`src/rtl/palette_fade_lut.sv`:
```
// Run-time writable colour palette with a 2-stage pixel lookup, per-frame brightness fade
// and colour-key transparency flag. Self-clears the palette after every reset.
module palette_fade_lut #(
   parameter int unsigned NUM_ENTRIES = 16,
   parameter int unsigned IDX_W       = $clog2(NUM_ENTRIES),
   parameter int unsigned CH_W        = 8,
   parameter int unsigned FADE_STEP   = 4
) (
   input  logic                clk,
   input  logic                reset,
   input  logic                wr_en,
   input  logic [IDX_W-1:0]    wr_idx,
   input  logic [3*CH_W-1:0]   wr_rgb,
   output logic                wr_ready,
   output logic                init_busy,
   input  logic                pix_valid,
   input  logic [IDX_W-1:0]    pix_idx,
   input  logic [IDX_W-1:0]    key_idx,
   input  logic                frame_start,
   input  logic                fade_en,
   input  logic [CH_W-1:0]     fade_target,
   output logic                out_valid,
   output logic [3*CH_W-1:0]   out_rgb,
   output logic                out_transparent,
   output logic [CH_W-1:0]     brightness,
   output logic                fade_done
);

   localparam int unsigned      RGB_W    = 3 * CH_W;
   localparam logic [IDX_W-1:0] LAST_IDX = IDX_W'(NUM_ENTRIES - 1);
   localparam logic [CH_W:0]    STEP     = (CH_W + 1)'(FADE_STEP);
   localparam logic [CH_W-1:0]  FULL     = {CH_W{1'b1}};

   typedef enum logic [0:0] {StInit, StRun} state_e;

   state_e           state_q;
   logic [IDX_W-1:0] clr_cnt_q;

   logic [RGB_W-1:0] mem [NUM_ENTRIES];

   logic             s1_valid_q;
   logic [RGB_W-1:0] s1_rgb_q;
   logic             s1_key_q;

   logic [CH_W:0]    bright_p1;
   logic [RGB_W-1:0] scaled;

   logic [CH_W-1:0]  bright_d;
   logic [CH_W:0]    bright_up;
   logic [CH_W:0]    bright_floor;

   // Control FSM: INIT walks the clear counter across every entry, then RUN accepts writes.
   always_ff @(posedge clk) begin
      if (reset) begin
         state_q   <= StInit;
         clr_cnt_q <= '0;
         init_busy <= 1'b1;
         wr_ready  <= 1'b0;
      end else begin
         unique case (state_q)
            StInit: begin
               clr_cnt_q <= clr_cnt_q + 1'b1;
               if (clr_cnt_q == LAST_IDX) begin
                  state_q   <= StRun;
                  init_busy <= 1'b0;
                  wr_ready  <= 1'b1;
               end
            end
            StRun: begin
               init_busy <= 1'b0;
               wr_ready  <= 1'b1;
            end
         endcase
      end
   end

   // Host writes are silently dropped while the clear sweep owns the write port.
   always_ff @(posedge clk) begin
      if (!reset) begin
         if (state_q == StInit) begin
            mem[clr_cnt_q] <= '0;
         end else if (wr_en) begin
            mem[wr_idx] <= wr_rgb;
         end
      end
   end

   // Stage 1: registered read returns pre-write contents on a same-index collision.
   always_ff @(posedge clk) begin
      if (reset) begin
         s1_valid_q <= 1'b0;
      end else begin
         s1_valid_q <= pix_valid;
      end
      if (pix_valid) begin
         s1_rgb_q <= mem[pix_idx];
         s1_key_q <= (pix_idx == key_idx);
      end
   end

   function automatic logic [CH_W-1:0] scale_ch(input logic [CH_W-1:0] c,
                                                input logic [CH_W:0]   k);
      logic [2*CH_W:0] prod;
      prod = {{(CH_W + 1){1'b0}}, c} * {{CH_W{1'b0}}, k};
      return CH_W'(prod >> CH_W);
   endfunction

   // Multiplying by brightness+1 makes full brightness an exact identity.
   assign bright_p1 = {1'b0, brightness} + 1'b1;

   always_comb begin
      scaled = '0;
      for (int ch = 0; ch < 3; ch++) begin
         scaled[ch*CH_W +: CH_W] = scale_ch(s1_rgb_q[ch*CH_W +: CH_W], bright_p1);
      end
   end

   // Stage 2: outputs hold their last value on idle cycles.
   always_ff @(posedge clk) begin
      if (reset) begin
         out_valid       <= 1'b0;
         out_rgb         <= '0;
         out_transparent <= 1'b0;
      end else begin
         out_valid <= s1_valid_q;
         if (s1_valid_q) begin
            out_rgb         <= scaled;
            out_transparent <= s1_key_q;
         end
      end
   end

   // One extra bit keeps the step from wrapping past either end of the range.
   always_comb begin
      bright_d     = brightness;
      bright_up    = {1'b0, brightness} + STEP;
      bright_floor = {1'b0, fade_target} + STEP;
      if (state_q == StRun && frame_start && fade_en) begin
         if (brightness < fade_target) begin
            bright_d = (bright_up >= {1'b0, fade_target}) ? fade_target : bright_up[CH_W-1:0];
         end else if (brightness > fade_target) begin
            bright_d = ({1'b0, brightness} >= bright_floor) ?
                       brightness - STEP[CH_W-1:0] : fade_target;
         end
      end
   end

   always_ff @(posedge clk) begin
      if (reset) begin
         brightness <= FULL;
         fade_done  <= 1'b0;
      end else begin
         brightness <= bright_d;
         fade_done  <= (brightness == fade_target);
      end
   end

endmodule

```
`config.mk`:
```
export PLATFORM = sky130hd
export DESIGN_NAME = palette_fade_lut
export DESIGN_NICKNAME = d
export VERILOG_FILES = /design/src/rtl/palette_fade_lut.sv
export SDC_FILE = /design/constraint.sdc
export NUM_CORES = 1
export LEC_CHECK = 0
export ABC_AREA = 1
export BUFFER_PORTS_ARGS = -buffer_cell sky130_fd_sc_hd__buf_4
export CORE_MARGIN = 2
export CORE_UTILIZATION = 63
export DETAILED_ROUTE_END_ITERATION = 8
export PLACE_DENSITY_LB_ADDON = 0.05
export SLEW_MARGIN = 25
export SYNTH_ARGS = -nofsm -noshare
export SYNTH_HDL_FRONTEND = slang
export SYNTH_SLANG_ARGS = --single-unit
```
`constraint.sdc`:
```
create_clock -name clk -period 5.8 [get_ports clk]
set_input_delay 1.74 -clock clk [delete_from_list [all_inputs] [get_ports clk]]
set_output_delay 1.74 -clock clk [all_outputs]
set_load 0.005 [all_outputs]
```
==> results.sh <==
export IMPL_worst_setup_path_type="reg2reg"
export IMPL_fin_nets=2775
export IMPL_drtAntennaViolNets=0
export IMPL_preCtsSetupSlack_ns=0.578
export IMPL_yosysTopAreaCell="edfxtp_1"
export IMPL_setup_viol=0
export IMPL_worstMarginPinSlew_ns=0.981
export IMPL_max_slew_margin=0.344
export IMPL_async_flop_share=0
export IMPL_rr_worst_depth=20
export IMPL_peakVddDrop_uv=310
export IMPL_drv_cap=0
export IMPL_grt_use_met3=0.0587
export IMPL_drtIter0Drc=1440
export IMPL_synth_most_common_cell="nor2_1"
export IMPL_synth_edff_count=409
export IMPL_ios=87
export IMPL_wl_per_cell_um=20.0
export IMPL_place_congestion=0.888
export IMPL_clock_fmax_ghz=0.190
export IMPL_cts_buffer_depth=3
export IMPL_critPathMaxFanout=18
export IMPL_powerDensity_mw_per_mm2=254
export IMPL_hold_buffers=0
export IMPL_period_minus_slack_ns=5.26
export IMPL_crit_required_ns=6.28
export IMPL_hp_class="reg2reg"
export IMPL_antenna_found_initial=2
export IMPL_drc=0
export IMPL_synth_top_area_frac=0.484
export IMPL_endpoint_kind="register"
export IMPL_initial_core_util=0.639
export IMPL_whs_path_depth=2
export IMPL_num_antenna_cells=0
export IMPL_core_area_mm2=0.0397
export IMPL_grt_max_degree=115
export IMPL_cp_start_kind="register"
export IMPL_status="finished, final reports clean"
export IMPL_dr_pass1_iters=5
export IMPL_io_buffer_count=86
export IMPL_vias=17967
export IMPL_ys_top_cells_by_count="nor2_1, edfxtp_1, inv_1"
export IMPL_total_power_mw=7.18
export IMPL_die_width_um=205
export IMPL_ys_ff_latch=452
export IMPL_synth_area_leaders="edfxtp_1, fa_1, nor2_1, ha_1, inv_1"
export IMPL_syn_mean_instance_area_um2=10.5
export IMPL_routed_wl_um=61000
export IMPL_synth_area_mm2=0.0254
export IMPL_hpwl_um=39500
export IMPL_seq_area_frac_synth=0.518
export IMPL_arrival_ns=5.74
export IMPL_fillers=2924
export IMPL_fin_ws_ns=0.535
export IMPL_rows=73
export IMPL_via_per_inst=5.90
export IMPL_grt_pass1_vias=17618
export IMPL_timing_final_crit_share=0.908
export IMPL_cts_setup_buffers=0
export IMPL_whs_endpoint="init_busy"
export IMPL_cts_resized_gates=0
export IMPL_drive_gt1_frac=0.0968
export IMPL_htree_levels=2
export IMPL_cts_made_buffers=47
export IMPL_grt_pass1_wl_um=96600
export IMPL_rsz0062_at_grt="false"
export IMPL_syn_to_final_growth_pct=11.1
export IMPL_ys_flop_type="edfxtp_1"
export IMPL_cts_clk_slew_worst_paths_ns=0.06
export IMPL_die_height_um=205
export IMPL_netlist_instances=2410
export IMPL_clk_latency_ns=0.60
export IMPL_p_leak_nw=12.6
export IMPL_die_area_mm2=0.0419
export IMPL_finClkSkew_ns=0.0287
export IMPL_tritoncts="built"
export IMPL_tns_ns=0
export IMPL_grtUsageMet1=0.415
export IMPL_reg2reg_to="out_rgb[13]"
export IMPL_syn_nets=2701
export IMPL_maxSlewViolCount=0
export IMPL_grt_busiest_layer="met2"
export IMPL_hold_start="init_busy"
export IMPL_yosys_warnings=0
export IMPL_synth_cell_type_count=47
export IMPL_r2r_start="brightness[4]"
export IMPL_regToRegSetupSlack_ns=0.54
export IMPL_grtUsageMet2=0.483
export IMPL_clock_sinks=452
export IMPL_grt_overflow=0
export IMPL_hold_viol=0
export IMPL_grtUsageTotal=0.301
export IMPL_clockRootBuffer="clkbuf_16"
-- cell families after synthesis --
family,after synthesis,synth area share
AND/OR/NAND/NOR,857,0.139
flip-flops,452,0.518
buffers and inverters,424,0.0665
AO/OA/AOI/OAI,342,0.0868
adder cells (fa/ha/maj),241,0.154
multiplexers,73,0.0288
XOR/XNOR,21,0.00724
-- worst max path at each step --
stage               depth (start not counted)           from     endpoint  slack, ns
finish                                     20  brightness[4]  out_rgb[13]       0.54
global route                               21  brightness[4]  out_rgb[20]       0.16
CTS                                        20  brightness[4]  out_rgb[15]       0.56
detailed placement                         20  brightness[4]  out_rgb[15]       0.58
global placement                           22  brightness[2]  out_rgb[21]       0.64
floorplan                                  24  brightness[2]  out_rgb[13]       0.93
-- sequential cells by signal (all words and copies together) (netlist names), 4 cells and up --
name        cells
mem           384
out_rgb        24
s1_rgb_q       24
brightness      8
clr_cnt_q       4
-- worst max-delay path, stage by stage (launching register included) --
cell and delay [ns]:
dfxtp_1 0.56, nand3_1 0.17, xor2_1 0.31, o21a_2 0.33, inv_2 0.21, nor2_1 0.19, fa_1 0.46, fa_1 0.51
fa_1 0.50, inv_1 0.05, fa_1 0.47, inv_1 0.04, ha_1 0.35, a21oi_1 0.29, o21ai_0 0.15, a21oi_1 0.16
nand2_1 0.08, a21oi_1 0.11, o21ai_0 0.09, nand2_1 0.06, inv_1 0.03
-- placed cells by master (no fill, tap or decap), types with 5 or more instances in the layout --
cell and instances:
edfxtp_1 409, nor2_1 392, inv_1 312, nand2_1 266, o21ai_0 129, buf_4 126, ha_1 121, fa_1 120
nand3_1 118, mux2i_1 73, o221ai_1 73, a21oi_1 57, clkbuf_16 48, dfxtp_1 43, o211ai_1 23, nor3_1 21
o32ai_1 20, nor2_4 17, xor2_1 13, nand4_1 13, clkinv_1 13, o21ai_1 11, xnor2_1 8, inv_2 7
clkinv_2 7, nor2_2 6, o21bai_1 6, a31oi_1 6, a21o_1 6, clkbuf_1 6, bufinv_16 5
-- through the flow --
step | cells | hold slack (ns) | util | cell area, µm²
finish | 3046 | 0.461 | 0.710 | 28200
global route | 3046 | 0.490 | 0.710 | 28200
global placement | 2960 | 0.435 | 0.671 | 26700
CTS | 3046 | 0.464 | 0.710 | 28200
detailed placement | 2960 | 0.454 | 0.671 | 26700
floorplan | 2410 | 0.442 | - | 25400
-- report_power, final --
part	internal, mW	switching (mW)	total, mW
sequential	3.57	0.0292	3.60
clock	1.75	1.29	3.04
combinational	0.181	0.359	0.540
-- cell type report --
class	count	area [µm²]	share of cell area
clock buffers	54	1220	0.0434
clock inverters	32	328	0.0116
repair buffers	128	968	0.0343
multi-input cells	1534	10700	0.379
well taps	525	657	0.0233
flip-flops and latches	452	13100	0.466
inverters	321	1210	0.0428
-- layer usage --
| layer | vias to the layer above | routed length (µm) |
|---|---|---|
| met5 | - | 13 |
| li1 | 8389 | - |
| met1 | 8707 | 25900 |
| met4 | 2 | 2010 |
| met2 | 727 | 28200 |
| met3 | 142 | 4910 |
No activity file was read; power rests on OpenSTA's default activity.
